--- src/rtl/midi_pkg.sv ---
// Shared types and constants for the MIDI message parser.
package midi_pkg;

    typedef enum logic [1:0] {
        IDLE    = 2'd0,
        WAIT_D1 = 2'd1,
        WAIT_D2 = 2'd2,
        SYSEX   = 2'd3
    } state_t;

    localparam logic [3:0] STATUS_NOTE_OFF = 4'h8;
    localparam logic [3:0] STATUS_NOTE_ON  = 4'h9;
    localparam logic [7:0] SYSEX_START     = 8'hF0;
    localparam logic [7:0] SYSEX_END       = 8'hF7;
    localparam logic [7:0] RT_RESET        = 8'hFF;

endpackage

--- src/rtl/midi_byte_classify.sv ---
// Combinational decode of one MIDI byte: status/real-time/system-common class
// and the number of data bytes a channel status byte expects.
module midi_byte_classify (
    input  logic [7:0] byte_in,
    output logic       is_status,
    output logic       is_realtime,
    output logic       is_syscommon,
    output logic [1:0] data_len
);
    import midi_pkg::*;

    assign is_status    = byte_in[7];
    assign is_realtime  = (byte_in[7:3] == 5'b11111);
    assign is_syscommon = (byte_in[7:3] == 5'b11110);

    // Program Change (Cn) and Channel Pressure (Dn) carry a single data byte.
    always_comb begin
        data_len = 2'd0;
        if (byte_in[7] && byte_in[7:4] != 4'hF) begin
            if (byte_in[7:4] == 4'hC || byte_in[7:4] == 4'hD)
                data_len = 2'd1;
            else
                data_len = 2'd2;
        end
    end

endmodule

--- src/rtl/midi_msg_parser.sv ---
// MIDI byte-stream parser: running status, SysEx skipping, real-time
// pass-through, channel filtering; emits one pulse per completed message.
module midi_msg_parser #(
    parameter logic [3:0] CHANNEL = 4'd0,
    parameter logic       OMNI    = 1'b0
) (
    input  logic        Clk,
    input  logic        Rst,
    input  logic [7:0]  byte_in,
    input  logic        byte_valid,
    output logic [7:0]  status_out,
    output logic [15:0] data_out,
    output logic        msg_valid,
    output logic        data_en,
    output logic        data_clr
);
    import midi_pkg::*;

    logic       is_status, is_realtime, is_syscommon;
    logic [1:0] data_len;

    midi_byte_classify u_cls (
        .byte_in      (byte_in),
        .is_status    (is_status),
        .is_realtime  (is_realtime),
        .is_syscommon (is_syscommon),
        .data_len     (data_len)
    );

    state_t     state, state_nxt;
    logic [7:0] run_status, run_nxt;
    logic       run_short, short_nxt;
    logic [7:0] data1, d1_nxt;
    logic [7:0] d2;
    logic       done, clr, accept;
    logic [7:0] report_status;

    always_ff @(posedge Clk or posedge Rst) begin
        if (Rst) begin
            state      <= IDLE;
            run_status <= 8'h00;
            run_short  <= 1'b0;
            data1      <= 8'h00;
        end else begin
            state      <= state_nxt;
            run_status <= run_nxt;
            run_short  <= short_nxt;
            data1      <= d1_nxt;
        end
    end

    always_comb begin
        state_nxt = state;
        run_nxt   = run_status;
        short_nxt = run_short;
        d1_nxt    = data1;
        d2        = 8'h00;
        done      = 1'b0;
        clr       = 1'b0;
        if (byte_valid) begin
            if (is_realtime) begin
                clr = (byte_in == RT_RESET);
            end else if (byte_in == SYSEX_START) begin
                run_nxt   = 8'h00;
                short_nxt = 1'b0;
                d1_nxt    = 8'h00;
                state_nxt = SYSEX;
            end else if (is_syscommon) begin
                run_nxt   = 8'h00;
                short_nxt = 1'b0;
                d1_nxt    = 8'h00;
                state_nxt = IDLE;
            end else if (is_status) begin
                run_nxt   = byte_in;
                short_nxt = (data_len == 2'd1);
                d1_nxt    = 8'h00;
                state_nxt = WAIT_D1;
            end else begin
                case (state)
                    WAIT_D1: begin
                        d1_nxt = {1'b0, byte_in[6:0]};
                        if (run_short) done = 1'b1;
                        else           state_nxt = WAIT_D2;
                    end
                    WAIT_D2: begin
                        d2        = {1'b0, byte_in[6:0]};
                        done      = 1'b1;
                        state_nxt = WAIT_D1;
                    end
                    default: ;
                endcase
            end
        end
    end

    assign accept = OMNI || (run_status[3:0] == CHANNEL);

    // Note On with zero velocity is the common Note Off idiom; normalise it.
    always_comb begin
        report_status = run_status;
        if (run_status[7:4] == STATUS_NOTE_ON && d2 == 8'h00)
            report_status = {STATUS_NOTE_OFF, run_status[3:0]};
    end

    always_ff @(posedge Clk or posedge Rst) begin
        if (Rst) begin
            status_out <= 8'h00;
            data_out   <= 16'h0000;
            msg_valid  <= 1'b0;
            data_clr   <= 1'b0;
        end else begin
            msg_valid <= done && accept;
            data_clr  <= clr;
            if (done && accept) begin
                status_out <= report_status;
                data_out   <= {d1_nxt, d2};
            end
        end
    end

    assign data_en = msg_valid;

endmodule

--- config.mk ---
export PLATFORM = sky130hd
export DESIGN_NAME = midi_msg_parser
export DESIGN_NICKNAME = d
export VERILOG_FILES = /design/src/rtl/midi_pkg.sv /design/src/rtl/midi_byte_classify.sv /design/src/rtl/midi_msg_parser.sv
export SDC_FILE = /design/constraint.sdc
export NUM_CORES = 1
export LEC_CHECK = 0
export CORE_ASPECT_RATIO = 1.5
export CORE_MARGIN = 2
export CORE_UTILIZATION = 45
export CTS_CLUSTER_SIZE = 24
export DETAILED_ROUTE_END_ITERATION = 10
export PLACE_DENSITY = 0.78
export SLEW_MARGIN = 20
export SYNTH_ARGS = -nofsm -noshare
export SYNTH_HDL_FRONTEND = slang
export SYNTH_SLANG_ARGS = --single-unit
--- constraint.sdc ---
create_clock -name Clk -period 1.91 [get_ports Clk]
set_clock_uncertainty 0.15 [all_clocks]
set_input_delay 0.382 -clock Clk [delete_from_list [all_inputs] [get_ports Clk]]
set_output_delay 0.382 -clock Clk [all_outputs]
set_load 0.05 [all_outputs]
==> impl_metrics.py <==
metrics = {
    "setup_path": {
        "worstPathCellList": "or4_4 > or4_4 > clkinv_8 > mux2_4",
        "crit_buf_inv": 1,
        "critPathLaunchType": "flop",
        "crit_path_end_kind": "flop",
        "arrival_ps": 2160,
        "cp_slowest_stage_delay_ps": 550,
        "crit_family": "simple AND/OR/NAND/NOR gates",
        "path_common_cell": "or4_4",
        "critPathMaxFanout": 4,
        "crit_path_top_delay_cell": "or4_4",
        "critPathKind": "reg2reg",
        "critPathRequiredTime_ps": 1940,
    },
    "logic_synthesis": {
        "ys_ff_latch": 44,
        "synth_area_um2": 1936,
        "avgSynthCellArea_um2": 9.926,
        "synth_area_leaders": "dfrtp_1, nand2_1, nand3_1",
        "synthCells": 195,
        "yosys_warnings": 0,
        "yosys.area.top_type": "dfrtp_1",
        "async_flop_share": 1.000,
        "ys_seq_area_frac": 0.5688,
        "synth_nets": 208,
        "synth_edf_count": 0,
        "synth_ff_type": "dfrtp_1",
        "yosysUniqueCellTypes": 32,
        "synth.top_cell.area_share": 0.5688,
    },
    "final_layout": {
        "fin_area_um2": 2625,
        "antenna_cells": 0,
        "final.fill_count": 353,
        "areaGrowthSynthToFinish_pct": 35.62,
        "drive_gt1_frac": 0.3059,
        "fin_nets": 267,
    },
    "detailed_routing": {
        "wl_um": 4084,
        "drc": 0,
        "post_drt_wl_per_cell_um": 13.57,
        "vias_per_cell": 5.173,
        "drt-pass1-iter-count": 4,
        "vias": 1557,
        "ant_nets": 0,
        "drt_iter0_drc": 44,
    },
    "clock_tree": {
        "htreeDepth": 2,
        "postCtsHoldBufs": 0,
        "root_buffer": "clkbuf_8",
        "clk_latency_ps": 290,
        "path_clk_slew_ps": 80,
        "cts_buffers": 5,
        "cts_sinks": 44,
        "cts_tree": "yes",
        "clock_path_buffers": 2,
    },
    "placed_design": {
        "place_area_um2": 2450,
        "port_buffers": 36,
        "place_congestion": 0.7824,
        "pre_cts_slack_ps": -403.4,
        "hpwlAfterDp_um": 2942,
    },
    "floorplanning": {
        "die_h_um": 84.33,
        "core_area_um2": 4173,
        "die_area_um2": 4853,
        "pin_count": 38,
        "rows": 29,
        "start_util": 0.4639,
        "die_w_um": 57.55,
    },
    "pwr": {
        "power_mw": 3.307,
        "p_leak_nw": 1.339,
        "peakVddDrop_uv": 1117,
        "p_per_area_nw_per_um2": 1260,
    },
    "sta": {
        "timing.final.ws_setup_ps": -219.7,
        "setup_viol": 24,
        "fin_crit_ps": 2130,
        "finalCritPeriodShare": 1.115,
        "rsz0062_at_grt": "true",
        "final_max_slew_viol_count": 0,
        "max_freq_ghz": 0.4695,
        "hold_viol_final": 0,
    },
    "run": {
        "max-cap-violations": 0,
    },
    "global_route": {
        "grt_pass1_wl_um": 7079,
        "grt-ovfl-total": 0,
        "grt_pass1_vias": 1507,
        "grt_max_degree": 45,
        "grt_use_total": 0.1876,
        "antenna_found_initial": 0,
    },
    "worst_hold_path": {
        "min_path_type": "in2async",
    },
    "status": {
        "violations": "setup timing",
        "status": "finished with violations",
    },
}
==> cells in the mapped netlist, types with 2 or more instances <==
cell and count:
nand2_1 46, dfrtp_1 44, nand3_1 14, nor2_1 13
o21ai_0 10, inv_1 9, a22o_1 6, clkbuf_1 5
a31oi_1 4, and2_1 4, mux2_2 4, a31oi_2 3
nand4_1 3, nor3_1 3, or4_1 3, a21oi_1 2
and3_1 2, buf_4 2, buf_6 2, ha_1 2
nand2b_1 2, o21a_1 2
==> area by class of cell <==
class                      count  area [µm²]  share of cell area
sequential                    44        1101              0.4194
clock buffer                   7       96.34             0.03670
inverter                      11       53.80             0.02050
tap                           46       57.56             0.02193
clock inverter                 1       30.03             0.01144
timing repair buffer          63       533.0              0.2031
multi-input combinational    129       753.2              0.2869
==> layout by cell type, fill, tap and decap left out, types with 3 or more instances in the layout <==
cell,synthesis,final
buf_4,2,50
nand2_1,46,46
dfrtp_1,44,44
nand3_1,14,12
inv_1,9,9
nor2_1,13,9
clkdlybuf4s50_1,0,9
o21ai_0,10,8
clkbuf_8,0,7
a22o_1,6,6
a31oi_1,4,4
and2_1,4,4
nand4_1,3,3
nor2_4,0,3
a31oi_2,3,3
nor3_1,3,3
==> where the power goes <==
group	switching (mW)	internal (mW)
logic	0.788	0.472
clock network	0.299	0.461
registers	0.134	1.15
==> cells by family (layout without fill, tap and decap cells) <==
group,Yosys count,count (layout),share of synthesized area
and+or+nand+nor,92,92,0.2133
other,1,1,0.001937
DFF,44,44,0.5688
AOI/OAI and AO/OA,29,29,0.1047
muxes,5,5,0.02844
buffers and inverters,22,82,0.06981
adders and majority gates,2,2,0.01293
==> through the flow <==
step / util / hold slack, ps / std cells / setup TNS, ps
after global routing: 0.6291 / 316.9 / 301 / -5443
after CTS: 0.6219 / 299.8 / 300 / -5586
after global placement: 0.5871 / 305.4 / 292 / -9250
after detailed placement: 0.5871 / 312.6 / 292 / -10350
final: 0.6291 / 286.6 / 301 / -4170
after floorplan: - / 299.8 / 195 / -2122
==> registers in the layout, indices dropped and copies added, names as in the netlist <==
register / flops
data_clr: 1
data1: 8
status_out: 8
run_short: 1
run_status: 8
state: 2
data_en: 1
data_out: 15
==> what timing repair did <==
item / 4_1_cts / 5_1_grt
endpoints found under the setup margin: 24 / 31
cloned: 0 / 0
buffers inserted: 0 / 1
gates resized for setup: 5 / 7
pin swaps: 2 / 3
==> tightest hold or removal path, cell delays in order <==
cell and delay (ps):
clkdlybuf4s50_1 390, inv_1 90, buf_12 240
==> path summary, 6_finish.rpt <==
| check | endpoint | startpoint | slack, ps | depth (start not counted) |
|---|---|---|---|---|
| max in group asynchronous | data_out[14]$_DFFE_PP0P_ | Rst | 1110 | 3 |
| worst min register to register | data_out[4]$_DFFE_PP0P_ | data_out[4]$_DFFE_PP0P_ | 320 | 2 |
| min in group Clk | data_out[4]$_DFFE_PP0P_ | data_out[4]$_DFFE_PP0P_ | 320 | 2 |
| worst min-delay path | status_out[3]$_DFFE_PP0P_ | Rst | 290 | 3 |
| worst max register to register | data_out[15]$_DFFE_PP0P_ | run_status[3]$_DFFE_PP0P_ | -220 | 4 |
| worst max-delay path | data_out[15]$_DFFE_PP0P_ | run_status[3]$_DFFE_PP0P_ | -220 | 4 |
==> layer usage <==
layer	GRT usage	share of wire	vias up
met3	0.04160	0.038	6
met4	0.06342	0.015	0
li1	-	-	768
met2	0.3140	0.54	32
met1	0.2363	0.41	751
met5	0	0	-
Note: power is estimated with default switching activity, not from simulation.
==> RTL edit (same flow settings) <==
Register the output `data_out` once more, with the module's reset; this adds one clock of latency there. The other outputs are not delayed to match.
--- a/src/rtl/midi_msg_parser.sv
+++ b/src/rtl/midi_msg_parser.sv
@@ -17,2 +17,4 @@
     import midi_pkg::*;
+
+    logic [15:0] data_s0;
 
@@ -107,3 +109,3 @@
             status_out <= 8'h00;
-            data_out   <= 16'h0000;
+            data_s0    <= 16'h0000;
             msg_valid  <= 1'b0;
@@ -115,3 +117,3 @@
                 status_out <= report_status;
-                data_out   <= {d1_nxt, d2};
+                data_s0    <= {d1_nxt, d2};
             end
@@ -122,2 +124,10 @@
 
+    always_ff @(posedge Clk or posedge Rst) begin
+        if (Rst) begin
+            data_out <= '0;
+        end else begin
+            data_out <= data_s0;
+        end
+    end
+
 endmodule
Check against the original RTL: not equivalent (a bounded check fails within 4 cycles, from zero or initial values and one cycle with Rst high).
==> RTL edit against the unedited design <==
Design area is 17% higher. Worst setup slack improved by 0.065 ns. Highest routed layer unchanged. Sequential cell count is 15 higher. Power grew 27%. Synthesized area is 14% higher. Cell count up 3.0%. The flow still finishes with violations (setup timing). Sequential share of layout area is 6.1 points higher. Routed wire length grew 12%. Largest power group unchanged. Sequential power up 35%.
==> RTL edit: results (changes against the unedited design) <==
----------------------------------------------------
[Yosys]
  Leading post-synthesis cells by instance count ... 59 x sky130_fd_sc_hd__dfrtp_1, 12 x sky130_fd_sc_hd__mux2_2, 11 x sky130_fd_sc_hd__inv_1
  Net Count, Synth ... 183 (-12%)
  Top cells by area, synth ... sky130_fd_sc_hd__dfrtp_1 67%, sky130_fd_sc_hd__mux2_2 6.1%, sky130_fd_sc_hd__a22o_1 2.4%
  Adder and majority gate portion of the synthesized area ... 0.0113 (-0.00158)

[Route]
  First-pass iteration count of the detailed router ... 5 (+1)
  Detail-routed net length per standard cell ... 14.7 um (+8.5%)

[Place]
  Half-perimeter wire length after placement ... 3010 um (+2.4%)
  Weighted congestion at the end of routability-driven global placement ... 0.819 (+4.7%)

[Clock tree]
  Inserted Clock Buffers ... 9 (+4)
  Clk pin slew, worst setup/hold paths ... 0.06 ns (-0.02 ns)
  Post-CTS sizing ... 1 (-4)
  Latest clock arrival within the worst-skew pair ... 0.33 ns (+0.04 ns)

[GRT]
  Met3 track demand over resource in global routing ... 0.0547 (+0.0131)
  Largest net degree at the start of global routing ... 60 (+33%)
  GRT met2 Usage ... 0.264 (-0.0499)

[Outcome]
  Violated checks ... setup timing
  Outcome ... finished with violations

[Cells and area]
  Total Nets Final ... 252 (-5.6%)
  Share of final-layout standard cells stronger than drive strength 1 ... 0.352 (+0.0466)

[Worst setup path]
  Destination of the worst register-to-register timing path ... data_s0[13]
  Worst R2R Setup Slack ... -0.16 ns (+0.06 ns)
  FF-to-FF Start ... run_status[0]

[STA]
  Hold Slack ... 0.226 ns (-0.0602 ns)
  Final setup violating endpoints ... 23 (-4.2%)
  Sum of negative setup slack ... -2.02 ns (+2.15 ns)
  Final WS setup ... -0.155 ns (+0.0646 ns)

[Power and ir drop]
  LEAKAGE ... 0.00155 uW (+15%)
  Part of the power in the clock network ... 0.256 (+0.026)

----------------------------------------------------
RTL edit: how the worst max path moves through the flow:
stage / from / end / slack [ns] / cells past startpoint
finish: run_status[0] / data_s0[13] / -0.16 / 5
global route: run_status[0] / data_s0[8] / -0.18 / 5
CTS: run_status[0] / status_out[5] / -0.13 / 4
detailed placement: byte_in[4] / status_out[4] / -0.36 / 5
global placement: byte_in[4] / status_out[4] / -0.37 / 5
floorplan: run_status[0] / data_s0[10] / -0.07 / 4
RTL edit: cell type report:
| type | instances | area (um^2) |
|---|---|---|
| Fill cell | 358 | 1700 |
| Sequential cell | 59 | 1480 |
| Multi-Input combinational cell | 91 | 671 |
| Timing Repair Buffer | 67 | 609 |
| Clock buffer | 14 | 153 |
| Tap cell | 66 | 82.6 |
| Inverter | 11 | 45.0 |
| Clock inverter | 2 | 35.0 |
RTL edit: layer usage:
layer / vias to the layer above / share of wire
met2: 49 / 0.51
li1: 718 / -
met1: 752 / 0.41
met3: 12 / 0.050
met4: 0 / 0.029
met5: - / 0
